[config.mk]
export PLATFORM = sky130hd
export DESIGN_NAME = vram_write_arbiter_flat
export DESIGN_NICKNAME = d
export VERILOG_FILES = /design/src/rtl/vram_write_arbiter_if.sv /design/src/rtl/vram_write_arbiter.sv /design/src/flat_wrapper.sv
export SDC_FILE = /design/constraint.sdc
export NUM_CORES = 1
export LEC_CHECK = 0
export CORE_ASPECT_RATIO = 1.25
export CORE_MARGIN = 3
export CORE_UTILIZATION = 46
export DETAILED_ROUTE_END_ITERATION = 7
export GPL_TIMING_DRIVEN = 1
export PLACE_DENSITY_LB_ADDON = 0.15
export SYNTH_ARGS = -nofsm -noshare
export SYNTH_HDL_FRONTEND = slang
export SYNTH_SLANG_ARGS = --single-unit
[constraint.sdc]
create_clock -name Clck -period 3.3 [get_ports Clck]
set_input_delay 0.33 -clock Clck [delete_from_list [all_inputs] [get_ports Clck]]
set_output_delay 0.33 -clock Clck [all_outputs]
set_load 0.02 [all_outputs]
[src/rtl/vram_write_arbiter_if.sv]
// Client-side request/data bundle and memory-port outputs of the VRAM write arbiter.
// The arbiter drives the memory port, so it takes the master modport.
interface vram_write_arbiter_if #(
  parameter int unsigned ADDR_BITS  = 15,
  parameter int unsigned COLOR_BITS = 3
);
  logic [2:0]              req;
  logic [3*ADDR_BITS-1:0]  client_address;
  logic [3*COLOR_BITS-1:0] client_color;
  logic [2:0]              client_print_enable;
  logic [2:0]              grant;
  logic [ADDR_BITS-1:0]    address;
  logic [COLOR_BITS-1:0]   color;
  logic                    print_enable;
  logic                    busy;
  logic                    timeout_pulse;

  modport master (
    input  req, client_address, client_color, client_print_enable,
    output grant, address, color, print_enable, busy, timeout_pulse
  );

  modport slave (
    output req, client_address, client_color, client_print_enable,
    input  grant, address, color, print_enable, busy, timeout_pulse
  );
endinterface

[src/rtl/vram_write_arbiter.sv]
// Round-robin, job-granular owner of the single VRAM write port for three painting
// clients, with a hold-time watchdog that revokes a stuck owner.
module vram_write_arbiter #(
  parameter int unsigned ADDR_BITS  = 15,
  parameter int unsigned COLOR_BITS = 3,
  parameter logic [15:0] MAX_HOLD   = 16'd50000
) (
  input logic                  Clck,
  input logic                  Reset,
  vram_write_arbiter_if.master bus
);

  typedef enum logic [1:0] {StIdle, StOwn, StGap} state_e;

  state_e                state_q, state_d;
  logic [2:0]            grant_q, grant_d;
  logic [2:0]            mask_q, mask_d;
  logic [1:0]            last_q, last_d;
  logic [15:0]           hold_q, hold_d;
  logic [ADDR_BITS-1:0]  address_q, address_d;
  logic [COLOR_BITS-1:0] color_q, color_d;
  logic                  pe_q, pe_d;
  logic                  timeout_q, timeout_d;

  logic [ADDR_BITS-1:0]  cl_addr  [3];
  logic [COLOR_BITS-1:0] cl_color [3];
  logic [2:0]            eligible;
  logic                  found;
  logic [1:0]            choice, cand;
  logic                  owner_req, expired;

  for (genvar g = 0; g < 3; g++) begin : g_unpack
    assign cl_addr[g]  = bus.client_address[g*ADDR_BITS +: ADDR_BITS];
    assign cl_color[g] = bus.client_color[g*COLOR_BITS +: COLOR_BITS];
  end

  assign eligible  = bus.req & ~mask_q;
  // In StOwn, last_q is the current owner.
  assign owner_req = bus.req[last_q];
  assign expired   = (MAX_HOLD != 16'd0) && (hold_q == MAX_HOLD - 16'd1);

  // Scan starts just after the previous owner, so it gets lowest priority.
  always_comb begin
    found  = 1'b0;
    choice = last_q;
    cand   = 2'd0;
    for (int i = 1; i <= 3; i++) begin
      cand = 2'((int'(last_q) + i) % 3);
      if (!found && eligible[cand]) begin
        found  = 1'b1;
        choice = cand;
      end
    end
  end

  always_ff @(posedge Clck) begin
    if (Reset) begin
      state_q <= StIdle;
    end else begin
      state_q <= state_d;
    end
  end

  always_comb begin
    state_d = state_q;
    unique case (state_q)
      StIdle, StGap: state_d = found ? StOwn : StIdle;
      StOwn:         state_d = (!owner_req || expired) ? StGap : StOwn;
      default:       state_d = StIdle;
    endcase
  end

  always_comb begin
    grant_d   = grant_q;
    last_d    = last_q;
    hold_d    = hold_q;
    address_d = address_q;
    color_d   = color_q;
    pe_d      = 1'b0;
    timeout_d = 1'b0;
    mask_d    = mask_q & bus.req;
    unique case (state_q)
      StIdle, StGap: begin
        if (found) begin
          grant_d = 3'b001 << choice;
          last_d  = choice;
          hold_d  = 16'd0;
        end else begin
          grant_d = 3'b000;
        end
      end
      StOwn: begin
        address_d = cl_addr[last_q];
        color_d   = cl_color[last_q];
        if (!owner_req) begin
          grant_d = 3'b000;
        end else if (expired) begin
          grant_d        = 3'b000;
          mask_d[last_q] = 1'b1;
          timeout_d      = 1'b1;
        end else begin
          pe_d = bus.client_print_enable[last_q];
          if (hold_q != 16'hFFFF) begin
            hold_d = hold_q + 16'd1;
          end
        end
      end
      default: grant_d = 3'b000;
    endcase
  end

  always_ff @(posedge Clck) begin
    if (Reset) begin
      grant_q   <= 3'b000;
      mask_q    <= 3'b000;
      last_q    <= 2'd2;
      hold_q    <= 16'd0;
      address_q <= '0;
      color_q   <= '0;
      pe_q      <= 1'b0;
      timeout_q <= 1'b0;
    end else begin
      grant_q   <= grant_d;
      mask_q    <= mask_d;
      last_q    <= last_d;
      hold_q    <= hold_d;
      address_q <= address_d;
      color_q   <= color_d;
      pe_q      <= pe_d;
      timeout_q <= timeout_d;
    end
  end

  assign bus.grant         = grant_q;
  assign bus.address       = address_q;
  assign bus.color         = color_q;
  assign bus.print_enable  = pe_q;
  assign bus.busy          = |grant_q;
  assign bus.timeout_pulse = timeout_q;

endmodule

[src/flat_wrapper.sv]
// flat-port wrapper written by rule: the top's interface ports become plain ports
module vram_write_arbiter_flat 
#(
  parameter int unsigned ADDR_BITS  = 15,
  parameter int unsigned COLOR_BITS = 3,
  parameter logic [15:0] MAX_HOLD   = 16'd50000
)
  (Clck, Reset, bus_req, bus_client_address, bus_client_color, bus_client_print_enable, bus_grant, bus_address, bus_color, bus_print_enable, bus_busy, bus_timeout_pulse);
  vram_write_arbiter_if #(.ADDR_BITS(ADDR_BITS), .COLOR_BITS(COLOR_BITS)) bus_i ();
  input logic Clck;
  input logic Reset;
  input wire logic [$bits(bus_i.req)-1:0] bus_req;
  input wire logic [$bits(bus_i.client_address)-1:0] bus_client_address;
  input wire logic [$bits(bus_i.client_color)-1:0] bus_client_color;
  input wire logic [$bits(bus_i.client_print_enable)-1:0] bus_client_print_enable;
  output wire logic [$bits(bus_i.grant)-1:0] bus_grant;
  output wire logic [$bits(bus_i.address)-1:0] bus_address;
  output wire logic [$bits(bus_i.color)-1:0] bus_color;
  output wire logic [$bits(bus_i.print_enable)-1:0] bus_print_enable;
  output wire logic [$bits(bus_i.busy)-1:0] bus_busy;
  output wire logic [$bits(bus_i.timeout_pulse)-1:0] bus_timeout_pulse;
  assign bus_i.req = bus_req;
  assign bus_i.client_address = bus_client_address;
  assign bus_i.client_color = bus_client_color;
  assign bus_i.client_print_enable = bus_client_print_enable;
  assign bus_grant = bus_i.grant;
  assign bus_address = bus_i.address;
  assign bus_color = bus_i.color;
  assign bus_print_enable = bus_i.print_enable;
  assign bus_busy = bus_i.busy;
  assign bus_timeout_pulse = bus_i.timeout_pulse;
  vram_write_arbiter #(.ADDR_BITS(ADDR_BITS), .COLOR_BITS(COLOR_BITS), .MAX_HOLD(MAX_HOLD)) u_core (.Clck(Clck), .Reset(Reset), .bus(bus_i));
endmodule
Word level (Yosys, flattened, before mapping)
Cells that the tools add are included.

operators by class
  add/sub/neg operators = 4
  div/mod/pow operators = 3
  magnitude comparators = 6
  eq/ne operators = 9
  shifts and indexed selects = 1
  multiplexer cells = 40
  bitwise operators = 7
  reduce and logical (&&, ||, !) cells = 15

operators by type and width
  operator               count
  $mod 32x3->32 const B  3
  $mux 16                4
  $pmux 16 s2            1
  $bmux 15 s2            1
  $mux 15                2
  $mux 3                 8
  $add 16x1->16 const B  1
  $eq 16x16->1 const B   1
  $ne 16x16->1 const B   1
  $lt 2x3->1 const B     4
  $mux 1                 11
  $bmux 1 s2             5
  $mux 2                 4
  $add 2x2->3 const B    2
  $and 3x3->3            2
  $bmux 3 s2             1
  $ne 2x1->1 const B     3
  $pmux 3 s2             1
  $reduce_or 3->1        2
  $reduce_and 5->1       1
  $pmux 2 s2             1
  $reduce_or 4->1        1
  $add 2x1->3 const B    1
  $ge 3x3->1 const B     1
  18 further kinds       23

word-level totals
  bits in registers = 46
  bits of input ports = 62
  output and inout port bits = 24
  word-level logic and storage cells = 94

Depth between registers and ports, before layout
  word-level depth = 14
  mapped depth = 12
  gate-level depth less buffers = 8

Least setup slack after synthesis
No wires, ideal clock.

  path kind = register to register
  start = reg u_core.last_q[1]
  end = reg u_core.hold_q[11]
  setup time = 72 ps
  arrival = 2653 ps
  data required time = 3228 ps
  path slack = 575 ps
  cell stages (with the launch flop) = 13
  path buffers = 4
  period minus slack after synthesis = 2725 ps
  cells stage by stage = dfxtp_1 buf_2 clkbuf_1 inv_1 ha_1 buf_4 nor4b_2 a311oi_2 o21a_1 a21o_1 buf_6 a2111oi_4 mux2i_1

on the way
  longest elaborated chain between the ends = 13
  elaborated cells between the ends (all ways) = 24
  classes of those cells = add/sub (3); div (3); eq/ne (2); mux (11); reduce/logical (5)

ends and longest elaborated chain
  item                          line                       source
  start, declared               vram_write_arbiter.sv:18   logic [1:0] last_q, last_d;
  start signal, assigned        vram_write_arbiter.sv:125  last_q <= last_d;
  $add 2x1->3                   vram_write_arbiter.sv:48   cand = 2'((int'(last_q) + i) % 3);
  $mod 32x3->32                 vram_write_arbiter.sv:48
  $bmux 1 s2                    vram_write_arbiter.sv:49   if (!found && eligible[cand]) begin
  $mux 1 (not written as such)  vram_write_arbiter.sv:49
  $mux 1                        vram_write_arbiter.sv:49
  $logic_not 1->1               vram_write_arbiter.sv:49
  $logic_and 1x1->1             vram_write_arbiter.sv:49
  $mux 1                        vram_write_arbiter.sv:49
  $logic_not 1->1               vram_write_arbiter.sv:49
  $logic_and 1x1->1             vram_write_arbiter.sv:49
  $mux 1                        vram_write_arbiter.sv:49
  $ne 2x1->1 (no line)          -
  $reduce_and 5->1 (no line) *  -
  end signal, assigned          vram_write_arbiter.sv:126  hold_q <= hold_d;
  end, declared                 vram_write_arbiter.sv:19   logic [15:0] hold_q, hold_d;

Every way passes the cells marked *; elsewhere a longest branch is shown, timed or not. The select of a mux whose other input is x is not followed.
A chain may end at the register's enable or synchronous reset.

Worst setup path after layout
Same ends and word-level chain as after synthesis.

==> results.toml <==
[sta]
drv_slew = 0
hold_viol_final = 0
fin_setup_tns_ns = 0
tightestPinTransition_ns = 0.689
worst_hold_slack_ns = 0.486
maxSlewHeadroom_pct = 53.7
final.period_utilization_pct = 77.7
fmax_mhz = 390
setup_viol = 0
rsz0062_at_grt = "false"
fin_worst_skew_ns = 0.00749
finalCriticalPeriod_ns = 2.56

[drt]
drt-total-wl_um = 7270
viasPerCell = 5.74
vias = 2555
first_iter_violations = 71
first_pass_iters = 4
ant_nets = 0
wl_per_cell_um = 16.3
route.detailed.drc = 0

[pwr]
clkPwrFrac_pct = 12.8
intPower_mw = 1.51
vdd_drop_max_v = 0.000381
seqPwrFrac_pct = 29.1
power.switching_mw = 1.14
leakagePower_nw = 1.28
combinationalPowerShare_pct = 58.1
power_density_mw_per_mm2 = 732
sw_frac_of_total_pct = 43.1

[synth]
synth_mux_area_share_pct = 9.91
ys.warnings.count = 0
synth_top_family_by_area = "simple AND/OR/NAND/NOR gates"
ys_ff_latch = 46
netlist_area_mm2 = 0.00266
synth-simple-area-share_pct = 27.3
async_flop_share_pct = 0
synth-xor-area-share_pct = 2.30
yosysSeqAreaShare_pct = 34.6
syn_avg_cell_area_um2 = 8.82
synth_edf_count = 0
ys.flop_type = "dfxtp_1"
synth_nets = 370
synth_adder_area_share_pct = 2.82
post_synth_num_cell_types = 57
synth_compound_area_share_pct = 18.5
synth_cells = 302

[hold_path]
min-delay-start = "u_core.hold_q[15]"
hp-class = "flip-flop to flip-flop"

[worst_setup_path]
end_kind = "flip-flop"
crit_slowest_cell = "ha_1"
critPathKind = "flip-flop to flip-flop"
cp-start-kind = "flip-flop"
path_buf_inv = 1
required_ns = 3.53
crit_family = "compound AO/OA/AOI/OAI gates"
worst-path-max-fanout = 9
critPathLaunch = "u_core.last_q[1]"
crit_path_max_incr_delay_ns = 0.46
critPathArrivalTime_ns = 2.79
r2r-start = "u_core.last_q[1]"
path_cells = "inv_1 -> ha_1 -> nor4bb_1 -> a311oi_2 -> o21a_1 -> a21o_1 -> a2111oi_4 -> mux2i_1"

[placed_design]
io_buffers = 85
routabilityCongestion = 0.932
placed_cell_area_mm2 = 0.00354
dp_hpwl_um = 5620
place_inst = 438

[die]
num_rows = 30
chipWidth_um = 74.1
die_area_mm2 = 0.00675
initial_core_util_pct = 48.3
die_y_um = 91.1
ios = 86
core_area_mm2 = 0.00552

[cells_and_area]
layoutNonFillerInstCount = 445
fillers = 480
drive_above_1_share_pct = 11.8
fin_nets = 449
n_antenna_cell = 0
area_growth_pct = 36.0
final_common_cell = "clkdlybuf4s50_1"
multi_input_area_mm2 = 0.00162
regArea_um2 = 921
post-route-cell-area_mm2 = 0.00362
final_cell_mix = "clkdlybuf4s50_1, dfxtp_1, nor2_1"

[clocking]
clockRootBuffer = "clkbuf_8"
htreeDepth = 2
clock_latency_ns = 0.30
hold_buffers = 0
cts_buffer_depth = 2
cts_buffers = 5
ctsResizeCount = 0
clock_sinks = 46
cts.clk_slew.worst_paths_ns = 0.09
tritoncts = "done"
post_cts_buffers = 0

[global_routing]
overflow = 0
antenna_found_initial = 0
grt.total_usage_pct = 22.8
grt_pass1_wl_um = 12200
grt_pass1_vias = 2573
grt_max_degree = 26

[outcome]
status = "finished, final reports clean"

[flow_run]
max_cap_violations = 0
[layout make-up]
class                   count  area share, %
flip-flops and latches     46           25.4
clock buffers               5           1.90
multi-input cells         231           44.7
repair buffers             92           24.9
inverters                   5          0.518
well taps                  64           2.21
clock inverters             2          0.276
[stage by stage]
stage / total power, mW / setup WS [ns] / util [%]
2_1_floorplan: 1.84 / 0.575 / -
3_3_place_gp: 2.31 / 0.897 / 64.2
3_5_place_dp: 2.33 / 0.778 / 64.2
4_1_cts: 2.68 / 0.743 / 65.6
5_1_grt: 2.85 / 0.539 / 65.6
6_report: 2.65 / 0.735 / 65.6
[state kept, by name, indices dropped and copies added (netlist names)]
name and cells:
u_core.bus.address 15, u_core.bus.color 3, u_core.bus.grant 3, u_core.bus.print_enable 1, u_core.bus.timeout_pulse 1, u_core.hold_q 16, u_core.last_q 2, u_core.mask_q 3
u_core.state_q 2
[tightest hold or removal path, stage by stage (launching register included)]
cell and delay, ns:
dfxtp_1 0.34, nand2_1 0.06, mux2i_1 0.05
[path summary, 6_finish.rpt]
path / slack, ns / end / cells past startpoint
max reg2reg: 0.74 / u_core.hold_q[11] / 8
min reg2reg: 0.49 / u_core.hold_q[15] / 2
min: 0.49 / u_core.hold_q[15] / 2
max: 0.74 / u_core.hold_q[11] / 8
[per-layer routing]
metal	vias to the layer above	global-route usage, %	wire length [um]
li1	1265	-	-
met1	1196	24.4	2730
met2	80	41.3	3930
met3	14	6.98	447
met4	0	7.40	161
met5	-	0	0
[kinds of logic after synthesis]
family,Yosys count
AND/OR/NAND/NOR,134
AO/OA/AOI/OAI,60
flip-flops,46
buffers and inverters,25
multiplexers,24
XOR/XNOR,7
adder cells (fa/ha/maj),6
[power by group through the flow]
stage                     Clock (mW)  Sequential [mW]  Combinational (mW)
after detailed placement           0            0.784                1.55
after global placement             0            0.776                1.53
final                          0.338            0.772                1.54
after global routing           0.365            0.793                1.69
after floorplan                    0            0.889               0.947
after CTS                      0.344            0.773                1.56
[Yosys cell counts (6+ instances only)]
library cell	n	area (um2)
nor2_1	37	139
xor2_1	6	52.6
ha_1	6	75.1
nand3_1	9	45.0
clkbuf_1	14	52.6
a21oi_1	10	50.1
nand4_1	7	43.8
dfxtp_1	46	921
nand2b_1	8	50.1
nor3_1	20	100
a221oi_1	19	166
nand2_1	21	78.8
mux2_2	18	203
Power figures use the tool's default switching activity.
